===== config.mk =====
export PLATFORM = sky130hd
export DESIGN_NAME = ahblite_slave_mux_n
export DESIGN_NICKNAME = d
export VERILOG_FILES = /design/src/rtl/ahblite_slave_mux_n.sv
export SDC_FILE = /design/constraint.sdc
export NUM_CORES = 1
export LEC_CHECK = 0
export ABC_AREA = 0
export BUFFER_PORTS_ARGS = -buffer_cell sky130_fd_sc_hd__buf_4
export CAP_MARGIN = 20
export CORE_ASPECT_RATIO = 0.75
export CORE_MARGIN = 8
export CORE_UTILIZATION = 44
export DETAILED_ROUTE_END_ITERATION = 10
export GPL_ROUTABILITY_DRIVEN = 0
export HOLD_SLACK_MARGIN = 0.05
export PLACE_DENSITY = 0.86
export SLEW_MARGIN = 10
export SYNTH_ARGS = -nofsm -noshare
export SYNTH_HDL_FRONTEND = slang
export SYNTH_SLANG_ARGS = --single-unit

===== constraint.sdc =====
create_clock -name clk -period 4.75 [get_ports clk]
set_input_delay 0.2375 -clock clk [delete_from_list [all_inputs] [get_ports clk]]
set_output_delay 0.2375 -clock clk [all_outputs]
set_load 0.01 [all_outputs]

===== src/rtl/ahblite_slave_mux_n.sv =====
// ---------------------------------------------------------------------------
// ahblite_slave_mux_n
//
// AHB-Lite slave-side interconnect for one master and NPORT slaves plus an
// internal default slave. The address phase is decoded combinationally from
// HADDR[31:28]; the data-phase select is registered when HREADY is high and
// steers the slave responses back to the master. Unmapped NONSEQ/SEQ
// transfers are answered by the default slave with a two-cycle ERROR
// response, which is also logged (address, saturating count, pulse).
//
// Ports
//   clk          in   clock, rising edge
//   RSTn         in   asynchronous active-low reset
//   HADDR        in   [31:0]        master address
//   HTRANS       in   [1:0]         master transfer type
//   HWRITE       in                 master write flag (routed to slaves externally)
//   HRDATA       out  [31:0]        read data to master
//   HREADY       out                ready to master, also broadcast to slaves
//   HRESP        out                response to master
//   HSEL_P       out  [NPORT-1:0]   per-port address-phase select
//   HREADYOUT_P  in   [NPORT-1:0]   per-port ready
//   HRDATA_P     in   [32*NPORT-1:0] per-port read data, port i at [32i+31:32i]
//   HRESP_P      in   [NPORT-1:0]   per-port response
//   err_clr      in                 synchronous clear of error status
//   err_irq      out                high for the second cycle of each ERROR
//   err_addr     out  [31:0]        address of the latest decode error
//   err_cnt      out  [ERR_CNT_W-1:0] saturating decode-error count
// ---------------------------------------------------------------------------
module ahblite_slave_mux_n #(
    parameter int unsigned        NPORT     = 4,
    parameter logic [4*NPORT-1:0] PORT_MAP  = {4'h5, 4'h4, 4'h2, 4'h0},
    parameter int unsigned        ERR_CNT_W = 8
) (
    input  logic                   clk,
    input  logic                   RSTn,
    input  logic [31:0]            HADDR,
    input  logic [1:0]             HTRANS,
    input  logic                   HWRITE,
    output logic [31:0]            HRDATA,
    output logic                   HREADY,
    output logic                   HRESP,
    output logic [NPORT-1:0]       HSEL_P,
    input  logic [NPORT-1:0]       HREADYOUT_P,
    input  logic [32*NPORT-1:0]    HRDATA_P,
    input  logic [NPORT-1:0]       HRESP_P,
    input  logic                   err_clr,
    output logic                   err_irq,
    output logic [31:0]            err_addr,
    output logic [ERR_CNT_W-1:0]   err_cnt
);

    typedef enum logic [1:0] {
        ST_IDLE = 2'd0,
        ST_ERR1 = 2'd1,
        ST_ERR2 = 2'd2
    } dflt_state_e;

    // Bit NPORT of the select vectors is the default slave.
    logic [NPORT:0]          addr_sel;
    logic                    addr_hit;
    logic [NPORT:0]          dsel_q, dsel_d;
    dflt_state_e             state_q, state_d;
    logic [31:0]             err_addr_q, err_addr_d;
    logic [ERR_CNT_W-1:0]    err_cnt_q, err_cnt_d;
    logic                    dflt_ready, dflt_resp;
    logic                    err_start;
    logic                    mux_ready, mux_resp;
    logic [31:0]             mux_rdata;

    // HWRITE and the SEQ/NONSEQ distinction do not affect routing.
    logic unused_inputs;
    assign unused_inputs = &{1'b0, HWRITE, HTRANS[0]};

    // ------------------------------------------------------------------
    // Address-phase decode: one-hot, lowest matching port wins.
    // ------------------------------------------------------------------
    // NOTE: every signal written in an always_comb gets a default at the
    // top so no path leaves it unassigned, which would infer a latch.
    always_comb begin : addr_decode
        addr_sel = '0;
        addr_hit = 1'b0;
        for (int i = 0; i < NPORT; i++) begin
            if (!addr_hit && (HADDR[31:28] == PORT_MAP[4*i +: 4])) begin
                addr_sel[i] = 1'b1;
                addr_hit    = 1'b1;
            end
        end
        addr_sel[NPORT] = !addr_hit;
    end

    assign HSEL_P = addr_sel[NPORT-1:0];

    // ------------------------------------------------------------------
    // Data-phase response mux. An empty select (only after reset) answers
    // as an always-ready OKAY slave.
    // ------------------------------------------------------------------
    always_comb begin : data_mux
        mux_ready = 1'b1;
        mux_resp  = 1'b0;
        mux_rdata = '0;
        for (int i = 0; i < NPORT; i++) begin
            if (dsel_q[i]) begin
                mux_ready = HREADYOUT_P[i];
                mux_resp  = HRESP_P[i];
                mux_rdata = HRDATA_P[32*i +: 32];
            end
        end
        if (dsel_q[NPORT]) begin
            mux_ready = dflt_ready;
            mux_resp  = dflt_resp;
        end
    end

    assign HREADY = mux_ready;
    assign HRESP  = mux_resp;
    assign HRDATA = mux_rdata;

    // The select only advances when the current data phase completes.
    assign dsel_d = HREADY ? addr_sel : dsel_q;

    // ------------------------------------------------------------------
    // Default slave FSM: next state
    // ------------------------------------------------------------------
    // HREADY is low throughout ERR1, so a new error can only start from
    // IDLE or ERR2.
    assign err_start = addr_sel[NPORT] && HTRANS[1] && HREADY;

    always_comb begin : dflt_next
        state_d = state_q;
        case (state_q)
            ST_IDLE: if (err_start) state_d = ST_ERR1;
            ST_ERR1: state_d = ST_ERR2;
            ST_ERR2: state_d = err_start ? ST_ERR1 : ST_IDLE;
            default: state_d = ST_IDLE;
        endcase
    end

    // ------------------------------------------------------------------
    // Default slave FSM: outputs
    // ------------------------------------------------------------------
    always_comb begin : dflt_out
        dflt_ready = 1'b1;
        dflt_resp  = 1'b0;
        err_irq    = 1'b0;
        case (state_q)
            ST_ERR1: begin
                dflt_ready = 1'b0;
                dflt_resp  = 1'b1;
            end
            ST_ERR2: begin
                dflt_resp = 1'b1;
                err_irq   = 1'b1;
            end
            default: ;
        endcase
    end

    // ------------------------------------------------------------------
    // Error log. Clear has priority over both capture and count.
    // ------------------------------------------------------------------
    always_comb begin : err_log
        err_addr_d = err_addr_q;
        err_cnt_d  = err_cnt_q;
        if (err_clr) begin
            err_addr_d = '0;
            err_cnt_d  = '0;
        end else begin
            if (state_d == ST_ERR1) err_addr_d = HADDR;
            if ((state_q == ST_ERR2) && (err_cnt_q != {ERR_CNT_W{1'b1}}))
                err_cnt_d = err_cnt_q + 1'b1;
        end
    end

    assign err_addr = err_addr_q;
    assign err_cnt  = err_cnt_q;

    // ------------------------------------------------------------------
    // State registers
    // ------------------------------------------------------------------
    // NOTE: sequential state uses non-blocking assignments so every flop
    // samples its _d value from before the edge, independent of order.
    always_ff @(posedge clk or negedge RSTn) begin
        if (!RSTn) begin
            dsel_q     <= '0;
            state_q    <= ST_IDLE;
            err_addr_q <= '0;
            err_cnt_q  <= '0;
        end else begin
            dsel_q     <= dsel_d;
            state_q    <= state_d;
            err_addr_q <= err_addr_d;
            err_cnt_q  <= err_cnt_d;
        end
    end

endmodule


Word level (Yosys, flattened, before mapping):

Cells that the tools add are included.

* eq/ne operators: 7
* reductions and logical operators: 15
* mux-type cells: 31
* add/subtract/negate cells: 1

Operators by type and width (number)
* 32-bit two-way mux: 6
* 1-bit two-way mux: 21
* 8-bit two-way mux: 2
* 8-bit by 1-bit adder with 8-bit output (second input constant): 1
* 4-bit by 3-bit == test with 1-bit output (second input constant): 2
* 8-bit inequality test (second input constant): 1
* 1-bit logical AND: 6
* 2-bit case mux with 3 select lines: 1
* 2-bit by 1-bit == test with 1-bit output (second input constant): 2
* 4-bit by 2-bit == test with 1-bit output (second input constant): 1
* 1-bit logical NOT: 4
* 4-bit logical NOT: 1
* 2-bit nonzero test: 2
* 2-bit == test (second input constant): 1
* 2-bit logical NOT: 1
* 2-bit two-way mux: 1
* 2-bit OR reduction: 1

* word-level logic and storage cells: 58
* input port bits: 174
* bits in registers: 47

Longest topological paths before layout:

Gate-level depths: netlist (run 1).

* depth in word-level cells: 19
* mapped depth: 8
* gate-level depth less buffers: 7

Worst setup path after synthesis (run 1):

No wires, ideal clock.

* path type: flip-flop to flip-flop
* from: register dsel_q[0]
* to: register err_addr_q[0], in the netlist err_addr[0]
* arrival: 1.642 ns
* required time: 4.626 ns
* clock period less this slack: 1.765 ns
* setup slack: 2.985 ns
* setup time: 0.124 ns
* cell stages (with the launch flop): 8
* cell sequence: dfrtp_1 -> nor2b_1 -> buf_2 -> a2111o_1 -> a31oi_4 -> a32oi_4 -> buf_6 -> mux2i_1

* cells in the longest elaborated chain, start to end: 10
* elaborated cells on any way between the ends: 11
* classes of those cells: eq/ne (1); mux (8); reduce/logical (2)

Ends and longest elaborated chain
* start: declaration: line 61 `logic [NPORT:0] dsel_q, dsel_d;`
* start signal: assignment: line 189 `dsel_q <= dsel_d;`
* 1-bit two-way mux * (4 in a row): line 102 `if (dsel_q[i]) begin`
* 1-bit two-way mux *: line 108 `if (dsel_q[NPORT]) begin`
* 1-bit logical AND *: line 126 `assign err_start = addr_sel[NPORT] && HTRANS[1] && HREADY;`
* 1-bit two-way mux or 2-bit two-way mux (tied branches): line 133, 131
* 2-bit case mux with 3 select lines *: line 130 `case (state_q)`
* 2-bit by 1-bit == test with 1-bit output *: line 168 `if (state_d == ST_ERR1) err_addr_d = HADDR;`
* 2-bit nonzero test (no source line) *
* end signal: assignment: line 191 `err_addr_q <= err_addr_d;`
* end: declaration: line 63 `logic [31:0] err_addr_q, err_addr_d;`

Every way passes the cells marked *; elsewhere a longest branch is shown, timed or not.
A chain may end at the register's enable or synchronous reset.

Final worst setup path (run 1):

* from: register dsel_q[3]
* to: register err_addr_q[14], in the netlist err_addr[14]

* cells in the longest elaborated chain, start to end: 7
* elaborated cells on any way between the ends: 8
* classes of those cells: eq/ne (1); mux (5); reduce/logical (2)

Ends and longest elaborated chain (line)
* 1-bit two-way mux *: 102
* 1-bit two-way mux *: 108
* 1-bit logical AND *: 126
* 1-bit two-way mux or 2-bit two-way mux (tied branches): 133, 131
* 2-bit case mux with 3 select lines *: 130
* 2-bit by 1-bit == test with 1-bit output *: 168
* 2-bit nonzero test (no source line) *

Marked as above.

==> results by group, run 1 <==
Global route
  – Total grt overflow: 0
  – All-Layer GR Usage: 22.0%
  – Global-route wire length before repair: 19800 um
  – Vias in the first global route: 3826
  – Pin count of the biggest net entering global routing: 73
  – Initial antenna violation count: 0

Routing
  – Routed Antenna Nets: 0
  – Drt pass-1 iters: 4
  – Post-DR wirelength/cell: 17.5 um
  – Residual DRC count: 0
  – Routed WL: 13100 um
  – Vias: 3848
  – Via density: 5.13
  – Drt first-iter violations: 268

Floorplan
  – Die height: 92.4 um
  – Initial Utilization: 44.5%
  – Die Span X: 118 um
  – Core Region: 0.00771 mm2
  – Die area: 0.0109 mm2
  – # rows: 28
  – I/O Pins: 253

Pwr
  – Peak supply drop: 0.000234 V
  – PwrDens: 343 mW/mm2
  – Switching Share: 38.4%
  – P_sw: 0.712 mW
  – Sequential Power Share: 32.4%
  – Combinational Power Share: 53.7%
  – Leak Pwr: 2.78 nW
  – Clock Power Share: 13.9%
  – Int Power: 1.14 mW

Timing
  – Skew final: 0.00800 ns
  – Setup TNS: 0 ns
  – Final hold vios: 0
  – Fmax: 337 MHz
  – Minimum clock period: 2.96 ns
  – RSZ-0062 raised after global routing: false
  – Final setup vio count: 0
  – Slew Limit Fails: 0
  – Hold WS: 0.186 ns
  – Slew headroom: 32.6%
  – Final period utilization: 62.4%
  – Slew @ Worst Pin: 1.01 ns

Logic synthesis
  – Fraction of registers with async set/reset: 100%
  – Post-synthesis sequential area ratio: 34.3%
  – Main flop type after synthesis: dfrtp_1
  – Post-synth EDFFs: 0
  – Avg Cell Area, Syn: 8.14 um2
  – YS warnings: 0
  – Cells after synthesis: 421
  – Cell variety after synth: 35
  – Yosys reg bits: 47
  – Netlist area before placement: 0.00343 mm2
  – Syn_nets: 600

Setup path
  – Required time of the critical path: 4.97 ns
  – Max stage delay on crit path: 1.03 ns
  – Crit path DAT: 3.19 ns
  – Critical path startpoint category: register
  – Start point of the critical path: dsel_q[3]
  – Crit path max fanout: 70
  – Worst reg2reg path startpoint: dsel_q[3]
  – Worst Setup Path Type: reg -> reg
  – Reg-to-reg slack, setup: 1.79 ns
  – Critical path's slowest cell: dfrtp_2
  – Cells along the critical path: nand3b_1 > a31oi_4 > a32oi_4 > buf_4 > mux2i_1
  – Worst Setup End Kind: register

Place
  – Placed cells: 740
  – Port Buffers: 250
  – DP HPWL: 10500 um
  – Placed Area: 0.00527 mm2

Clocking
  – Post-CTS Hold Buffers: 1
  – Post-CTS sizing: 0
  – Total clock sinks: 47
  – CTS tree: built
  – CTS Buf Count: 5
  – Clk slew on worst S/H paths: 0.09 ns
  – Max Buffers Root-to-Sink: 2
  – Root buffer cell: clkbuf_8
  – CTS H-tree lvls: 2
  – Post-CTS Setup Bufs: 0
  – Clock latency on the worst-skew pair: 0.30 ns

Cells and area
  – Area Overhead vs Synth: 57.5%
  – ANT cells: 0
  – Fin nets: 823
  – Area of the multi-input gates: 0.00204 mm2
  – Design area: 0.00540 mm2
  – Fin cells: 750
  – Fill cells: 630
  – Share of layout cells above drive strength 1: 41.4%
  – Post-layout util: 70.0%
  – Reg area: 0.00118 mm2

Worst hold path
  – Hold path startpoint: HADDR[13]
  – Worst hold path class: in -> reg

Status
  – Outcome: completed

Run
  – Max Cap Viol: 0
critical path, delay by kind of cell (launching register included):
family | cells | cell delay (ns)
AO/OA/AOI/OAI | 2 | 0.90
AND/OR/NAND/NOR | 1 | 0.27
buffers and inverters | 1 | 0.41
flip-flops | 1 | 1.03
multiplexers | 1 | 0.24
state kept, by name, summed over array words and instances (netlist names):
register and cells:
dsel_q 5, err_addr 32, err_cnt 8, state_q 2
through the flow:
step           setup WS, ns  power, mW
6_report               1.79       1.85
3_3_place_gp           1.86       1.57
3_5_place_dp           1.80       1.60
5_1_grt                1.61       1.96
4_1_cts                1.79       1.86
2_1_floorplan          2.98       1.15
worst paths after layout:
check,end,cells past startpoint
hold / removal,err_addr[13],3
hold reg to reg,err_addr[15],2
max in group asynchronous,dsel_q[2],2
setup / recovery,err_addr[14],5
min in group asynchronous,err_cnt[7],2
setup reg to reg,err_addr[14],5
layout make-up:
class	count	share of cell area, %
Multi-Input combinational cell	328	37.8
Timing Repair Buffer	255	35.7
Sequential cell	47	21.8
Tap cell	105	2.43
Clock buffer	7	1.60
Inverter	7	0.487
Clock inverter	1	0.162
routing by layer:
layer | vias up | part of all wire, % | track usage [%]
met4 | 0 | 3.3 | 9.03
li1 | 1891 | - | -
met1 | 1796 | 39 | 24.8
met5 | - | 0 | 0
met3 | 31 | 5.1 | 4.86
met2 | 130 | 53 | 39.9
synthesized netlist by cell type, drive strengths merged (3+ instances only):
| master | instances | area [um2] |
|---|---|---|
| nand3 | 4 | 20.0 |
| nand2 | 40 | 150 |
| nand3b | 3 | 22.5 |
| o21ai | 34 | 170 |
| nor3 | 6 | 30.0 |
| a21oi | 38 | 190 |
| buf | 10 | 80.1 |
| a22oi | 31 | 233 |
| nor2b | 3 | 18.8 |
| inv | 7 | 26.3 |
| nor2 | 41 | 154 |
| mux2i | 34 | 340 |
| clkbuf | 29 | 109 |
| ha | 5 | 62.6 |
| dfrtp | 47 | 1180 |
| nand2b | 67 | 419 |
| mux2 | 4 | 45.0 |
| xnor2 | 4 | 35.0 |
power by group through the flow:
stage / Combinational, mW / Clock, mW / Sequential (mW)
2_1_floorplan: 0.528 / 0 / 0.623
3_3_place_gp: 0.961 / 0 / 0.608
3_5_place_dp: 0.983 / 0 / 0.617
4_1_cts: 0.989 / 0.266 / 0.609
5_1_grt: 1.07 / 0.276 / 0.615
6_report: 0.995 / 0.258 / 0.600
cells in the final DEF (no fill, tap or decap), drive strengths merged, types with 5 or more instances in the layout:
cell and n:
nand2 40, dfrtp 47, buf 254, o21ai 34, nand2b 67, inv 7, a22oi 31, clkbuf 7
nor3 6, ha 5, nor2 41, mux2i 34, a21oi 38
cells by family (layout without fill, tap and decap cells):
logic type / count (synthesis) / in the layout / synth area share (%)
compound gates: 109 / 109 / 19.8
xor+xnor: 5 / 5 / 1.28
fa+ha+maj: 5 / 5 / 1.83
buf+inv: 46 / 270 / 6.28
flops: 47 / 47 / 34.3
mux: 38 / 38 / 11.2
simple gates: 171 / 171 / 25.2
Note: power is estimated with default switching activity, not from simulation.
==> run 2: changes to the inputs <==
Settings changed: CORE_UTILIZATION 44 to 41, PLACE_DENSITY 0.86 to 0.81.
Clock period 4.75 ns to 3 ns, I/O delays scaled along.
==> results by group, run 2 (synthesized netlist as in run 1, its figures left out) <==
Routing
  – Post-DR wirelength/cell: 17.1 um (was 17.5 um)
  – Vias: 3758 (was 3848)
  – Drt pass-1 iters: 5 (was 4)
  – Residual DRC count: 0 (unchanged)
  – Routed WL: 12900 um (was 13100 um)
  – Drt first-iter violations: 236 (was 268)
  – Routed Antenna Nets: 0 (unchanged)
  – Via density: 4.98 (was 5.13)

Cells and area
  – Design area: 0.00542 mm2 (was 0.00540 mm2)
  – Area of the multi-input gates: 0.00204 mm2 (unchanged)
  – Post-layout util: 65.6% (was 70.0%)
  – Fin cells: 754 (was 750)
  – Reg area: 0.00118 mm2 (unchanged)
  – Fin nets: 824 (was 823)
  – Max reg flops: 32 (unchanged)
  – Area Overhead vs Synth: 58.3% (was 57.5%)
  – Share of layout cells above drive strength 1: 41.6% (was 41.4%)
  – ANT cells: 0 (unchanged)
  – Fill cells: 688 (was 630)
  – Most frequent cells in the layout: 255 x buf_4, 67 x nand2b_1, 45 x dfrtp_1 (was 253 x buf_4, 67 x nand2b_1, 45 x dfrtp_1)
  – Most common cell after layout, fill and taps aside: buf_4 (unchanged)

Timing
  – Final hold vios: 0 (unchanged)
  – Hold WS: 0.0956 ns (was 0.186 ns)
  – Final period utilization: 76.5%
  – Final worst slack: 0.706 ns (was 1.79 ns)
  – Skew final: 0.00924 ns (was 0.00800 ns)
  – Minimum clock period: 2.29 ns
  – Final setup vio count: 0 (unchanged)
  – RSZ-0062 raised after global routing: false (unchanged)
  – Setup TNS: 0 ns (unchanged)
  – Slew headroom: 56.5% (was 32.6%)
  – Slew @ Worst Pin: 0.653 ns (was 1.01 ns)
  – Fmax: 436 MHz
  – Slew Limit Fails: 0 (unchanged)

Floorplan
  – Die area: 0.0116 mm2 (was 0.0109 mm2)
  – # rows: 29 (was 28)
  – Die Span X: 122 um (was 118 um)
  – I/O Pins: 253 (unchanged)
  – Die height: 95.2 um (was 92.4 um)
  – Initial Utilization: 41.4% (was 44.5%)
  – Core Region: 0.00827 mm2 (was 0.00771 mm2)

Place
  – Placed cells: 745 (was 740)
  – DP HPWL: 10200 um (was 10500 um)
  – Placed Area: 0.00529 mm2 (was 0.00527 mm2)
  – Dpl ws: 0.933 ns (was 1.80 ns)
  – Port Buffers: 250 (unchanged)

Clocking
  – CTS tree: built (unchanged)
  – Post-CTS sizing: 0 (unchanged)
  – Clk slew on worst S/H paths: 0.10 ns (was 0.09 ns)
  – CTS Buf Count: 5 (unchanged)
  – Total clock sinks: 47 (unchanged)
  – Post-CTS Setup Bufs: 0 (unchanged)
  – Root buffer cell: clkbuf_8 (unchanged)
  – Post-CTS Hold Buffers: 1 (unchanged)
  – CTS H-tree lvls: 2 (unchanged)
  – Max Buffers Root-to-Sink: 2 (unchanged)
  – Clock latency on the worst-skew pair: 0.31 ns (was 0.30 ns)

Global route
  – Global-route wire length before repair: 19300 um (was 19800 um)
  – Initial antenna violation count: 0 (unchanged)
  – Vias in the first global route: 3897 (was 3826)
  – Total grt overflow: 0 (unchanged)
  – Pin count of the biggest net entering global routing: 73 (unchanged)
  – All-Layer GR Usage: 20.7% (was 22.0%)

Status
  – Outcome: completed (unchanged)

Setup path
  – Worst Setup Path Type: reg -> out (was reg -> reg)
  – Crit path DAT: 2.14 ns (was 3.19 ns)
  – Crit path max fanout: 32 (was 70)
  – Critical path startpoint category: register (unchanged)
  – Required time of the critical path: 2.85 ns (was 4.97 ns)
  – Worst Setup End Kind: output pin (was register)

Pwr
  – PwrDens: 557 mW/mm2 (was 343 mW/mm2)
  – Leak Pwr: 2.79 nW (was 2.78 nW)
  – Total power: 3.02 mW (was 1.85 mW)
  – Peak supply drop: 0.000347 V (was 0.000234 V)

Worst hold path
  – Worst hold path class: in -> reg (unchanged)

Run
  – Max Cap Viol: 0 (unchanged)
-- run 2: cell types whose count changed in the layout (fill, tap and decap cells not counted) --
cell	change
buf_12	-1
buf_4	+2
inv_6	+1
clkbuf_1	-1
bufinv_16	+1
clkinv_4	-1
-- run 2: where the power goes --
group / leakage [nW] / total [mW] / switching, mW / internal [mW]
sequential: 0.632 / 0.921 / 0.119 / 0.802
clock: 0.0618 / 0.504 / 0.230 / 0.274
combinational: 2.10 / 1.60 / 0.788 / 0.810
total: 2.79 / 3.02 / 1.14 / 1.89
-- run 2: worst paths after layout --
kind,startpoint,to,slack (ns),cells past startpoint
setup reg to reg,dsel_q[1],err_addr[16],0.94,6
hold reg to reg,err_addr[15],err_addr[15],0.55,2
hold / removal,HADDR[3],err_addr[3],0.1,3
min in group asynchronous,RSTn,err_cnt[3],0.40,2
max in group asynchronous,RSTn,dsel_q[2],2.16,2
setup / recovery,dsel_q[1],HRDATA[11],0.71,7
-- run 2: critical path: stages, from the launching register on --
cell and delay (ns):
dfrtp_1 0.51, nor2b_2 0.17, buf_4 0.35, a22oi_1 0.11
nor2_1 0.10, a21oi_1 0.05, o21ai_0 0.35, buf_4 0.19
-- run 2: area by class of cell --
| cell class | count | share of cell area [%] |
|---|---|---|
| flip-flops and latches | 47 | 21.7 |
| well taps | 108 | 2.49 |
| repair buffers | 256 | 35.5 |
| clock buffers | 6 | 1.52 |
| inverters | 7 | 0.484 |
| multi-input cells | 328 | 37.6 |
| clock inverters | 2 | 0.715 |
-- run 2: per-layer routing --
metal,GRT usage (%),up-vias,share of wire [%]
met5,0,-,0
met4,6.45,0,1.8
met3,5.68,21,7.0
met2,36.8,129,52
met1,23.7,1720,39
li1,-,1888,-
==> run 3: changes to the inputs <==
Settings changed: ABC_AREA 0 to 1, CORE_UTILIZATION 41 to 37, PLACE_DENSITY 0.81 to 0.78.
Clock period 3 ns to 1.8 ns, I/O delays scaled along.
==> results by group, run 3 <==
Routing
  – Routed WL: 14400 um (was 12900 um)
  – Drt pass-1 iters: 4 (was 5)
  – Post-DR wirelength/cell: 17.4 um (was 17.1 um)
  – Routed Antenna Nets: 0 (unchanged)
  – Via density: 5.08 (was 4.98)
  – Vias: 4200 (was 3758)
  – Residual DRC count: 0 (unchanged)
  – Drt first-iter violations: 256 (was 236)

Global route
  – Global-route wire length before repair: 22500 um (was 19300 um)
  – Initial antenna violation count: 0 (unchanged)
  – Total grt overflow: 0 (unchanged)
  – Vias in the first global route: 4430 (was 3897)
  – Pin count of the biggest net entering global routing: 65 (was 73)
  – All-Layer GR Usage: 22.2% (was 20.7%)

Timing
  – Slew Limit Fails: 0 (unchanged)
  – Final period utilization: 101%
  – Slew headroom: 60.0% (was 56.5%)
  – Final hold vios: 0 (unchanged)
  – Slew @ Worst Pin: 0.600 ns (was 0.653 ns)
  – Minimum clock period: 1.82 ns
  – Hold WS: 0.106 ns (was 0.0956 ns)
  – Final worst slack: -0.0151 ns (was 0.706 ns)
  – RSZ-0062 raised after global routing: true (was false)
  – Skew final: 0.00919 ns (was 0.00924 ns)
  – Fmax: 551 MHz
  – Final setup vio count: 3 (was 0)

Clocking
  – Total clock sinks: 47 (unchanged)
  – Clock latency on the worst-skew pair: 0.28 ns (was 0.31 ns)
  – CTS Buf Count: 5 (unchanged)
  – CTS tree: built (unchanged)
  – CTS H-tree lvls: 2 (unchanged)
  – Root buffer cell: clkbuf_16 (was clkbuf_8)
  – Max Buffers Root-to-Sink: 2 (unchanged)
  – Clk slew on worst S/H paths: 0.07 ns (was 0.10 ns)

Logic synthesis
  – Leading area contributor after synthesis: dfrtp_1 (unchanged)
  – Avg Cell Area, Syn: 6.93 um2 (was 8.14 um2)
  – Post-synthesis sequential area ratio: 35.6% (was 34.3%)
  – Cells after synthesis: 476 (was 421)
  – Netlist area before placement: 0.00330 mm2 (was 0.00343 mm2)
  – Post-synth EDFFs: 0 (unchanged)
  – Syn_nets: 655 (was 600)
  – Yosys reg bits: 47 (unchanged)
  – Fraction of registers with async set/reset: 100% (unchanged)
  – Main flop type after synthesis: dfrtp_1 (unchanged)
  – Yosys top cell area share: 35.6% (was 34.3%)
  – Cell variety after synth: 31 (was 35)
  – YS warnings: 0 (unchanged)
  – Most numerous cell in the Yosys netlist: nand2_1 (was nand2b_1)
  – Ranking of synthesized cells by area: dfrtp_1 36%, nand2_1 13%, nor2_1 8.9% (was dfrtp_1 34%, nand2b_1 12%, mux2i_1 9.9%)
  – Commonest cells in the netlist: 118 x nand2_1, 78 x nor2_1, 51 x inv_1, 47 x dfrtp_1, 35 x nand3_1 (was 67 x nand2b_1, 47 x dfrtp_1, 41 x nor2_1, 40 x nand2_1, 38 x a21oi_1)

Place
  – Port Buffers: 250 (unchanged)
  – DP HPWL: 10900 um (was 10200 um)
  – Dpl ws: 0.109 ns (was 0.933 ns)
  – Placed Area: 0.00521 mm2 (was 0.00529 mm2)

Setup path
  – Crit path DAT: 1.73 ns (was 2.14 ns)
  – Crit path max fanout: 8 (was 32)
  – Critical path startpoint category: register (unchanged)
  – Required time of the critical path: 1.71 ns (was 2.85 ns)
  – Worst Setup End Kind: output pin (unchanged)
  – Worst Setup Path Type: reg -> out (unchanged)

Cells and area
  – Design area: 0.00568 mm2 (was 0.00542 mm2)
  – Max reg flops: 32 (unchanged)
  – Area Overhead vs Synth: 72.1% (was 58.3%)
  – Post-layout util: 64.1% (was 65.6%)
  – Share of layout cells above drive strength 1: 42.5% (was 41.6%)
  – Most frequent cells in the layout: 257 x buf_4, 117 x nand2_1, 75 x nor2_1 (was 255 x buf_4, 67 x nand2b_1, 45 x dfrtp_1)
  – ANT cells: 0 (unchanged)
  – Fin nets: 893 (was 824)
  – Most common cell after layout, fill and taps aside: buf_4 (unchanged)

Floorplan
  – Die area: 0.0122 mm2 (was 0.0116 mm2)
  – Die Span X: 125 um (was 122 um)
  – Initial Utilization: 37.2% (was 41.4%)
  – Core Region: 0.00886 mm2 (was 0.00827 mm2)
  – Die height: 97.8 um (was 95.2 um)
  – # rows: 30 (was 29)
  – I/O Pins: 253 (unchanged)

Run
  – Max Cap Viol: 0 (unchanged)

Pwr
  – Leak Pwr: 3.03 nW (was 2.79 nW)
  – Peak supply drop: 0.000678 V (was 0.000347 V)
  – PwrDens: 921 mW/mm2 (was 557 mW/mm2)

Worst hold path
  – Worst hold path class: in -> reg (unchanged)

Status
  – Failing checks: setup timing
  – Outcome: finished, violations left (was completed)
## run 3: power by group
| part | switching, mW | leakage, nW | internal [mW] |
|---|---|---|---|
| Sequential | 0.165 | 0.615 | 1.29 |
| Combinational | 1.39 | 2.33 | 1.30 |
| Clock | 0.418 | 0.0804 | 0.660 |
## run 3: area by class of cell
| type | count | area, um2 |
|---|---|---|
| Fill cell | 770 | 3180 |
| Timing Repair Buffer | 270 | 2160 |
| Multi-Input combinational cell | 336 | 1820 |
| Sequential cell | 47 | 1180 |
| Inverter | 54 | 209 |
| Tap cell | 112 | 140 |
| Clock buffer | 5 | 125 |
| Clock inverter | 3 | 46.3 |
## run 3: cell families (layout without fill, tap and decap cells)
logic type / Yosys count / count (layout) / share of synthesized area, %
adders and majority gates: 5 / 5 / 1.90
AOI/OAI and AO/OA: 89 / 89 / 20.0
buffers and inverters: 93 / 332 / 12.3
and+or+nand+nor: 242 / 242 / 30.2
DFF: 47 / 47 / 35.6
## run 3: final timing paths
| path | start | endpoint | slack (ns) | cells after the start |
|---|---|---|---|---|
| worst max-delay path | dsel_q[0] | HRDATA[28] | -0.02 | 8 |
| worst min-delay path | HADDR[2] | err_addr[2] | 0.11 | 5 |
| worst max register to register | state_q[0] | err_addr[4] | 0.16 | 8 |
| worst min register to register | err_addr[17] | err_addr[17] | 0.52 | 2 |
| max in group asynchronous | RSTn | dsel_q[1] | 1.00 | 2 |
| min in group asynchronous | RSTn | err_cnt[7] | 0.37 | 2 |
## run 3: critical path, stage by stage (launching register included)
cell      delay [ns]
dfrtp_1         0.40
inv_2           0.09
nor2_4          0.04
buf_6           0.12
buf_12          0.12
buf_12          0.14
a221oi_1        0.26
o31ai_1         0.10
buf_4           0.16
## run 3: routing by layer
layer	global-route usage (%)	share of wire [%]
met1	25.3	40
met2	38.9	50
met3	4.79	5.1
met4	11.1	4.9
met5	0	0
## run 3: timing repair
action,CTS,global route
endpoints found under the hold margin,47,0
pin swaps,2,7
endpoints found under the setup margin,4,63
hold buffers,1,0
gates resized for setup,5,23
cloned,1,2
setup buffers,2,8
## run 3: metrics by stage
stage	cells	TNS [ns]	power [mW]
2_1_floorplan	476	0	2.70
3_3_place_gp	806	0	3.88
3_5_place_dp	806	0	3.94
4_1_cts	818	0	5.08
5_1_grt	827	-1.42	5.56
6_report	827	-0.0204	5.23
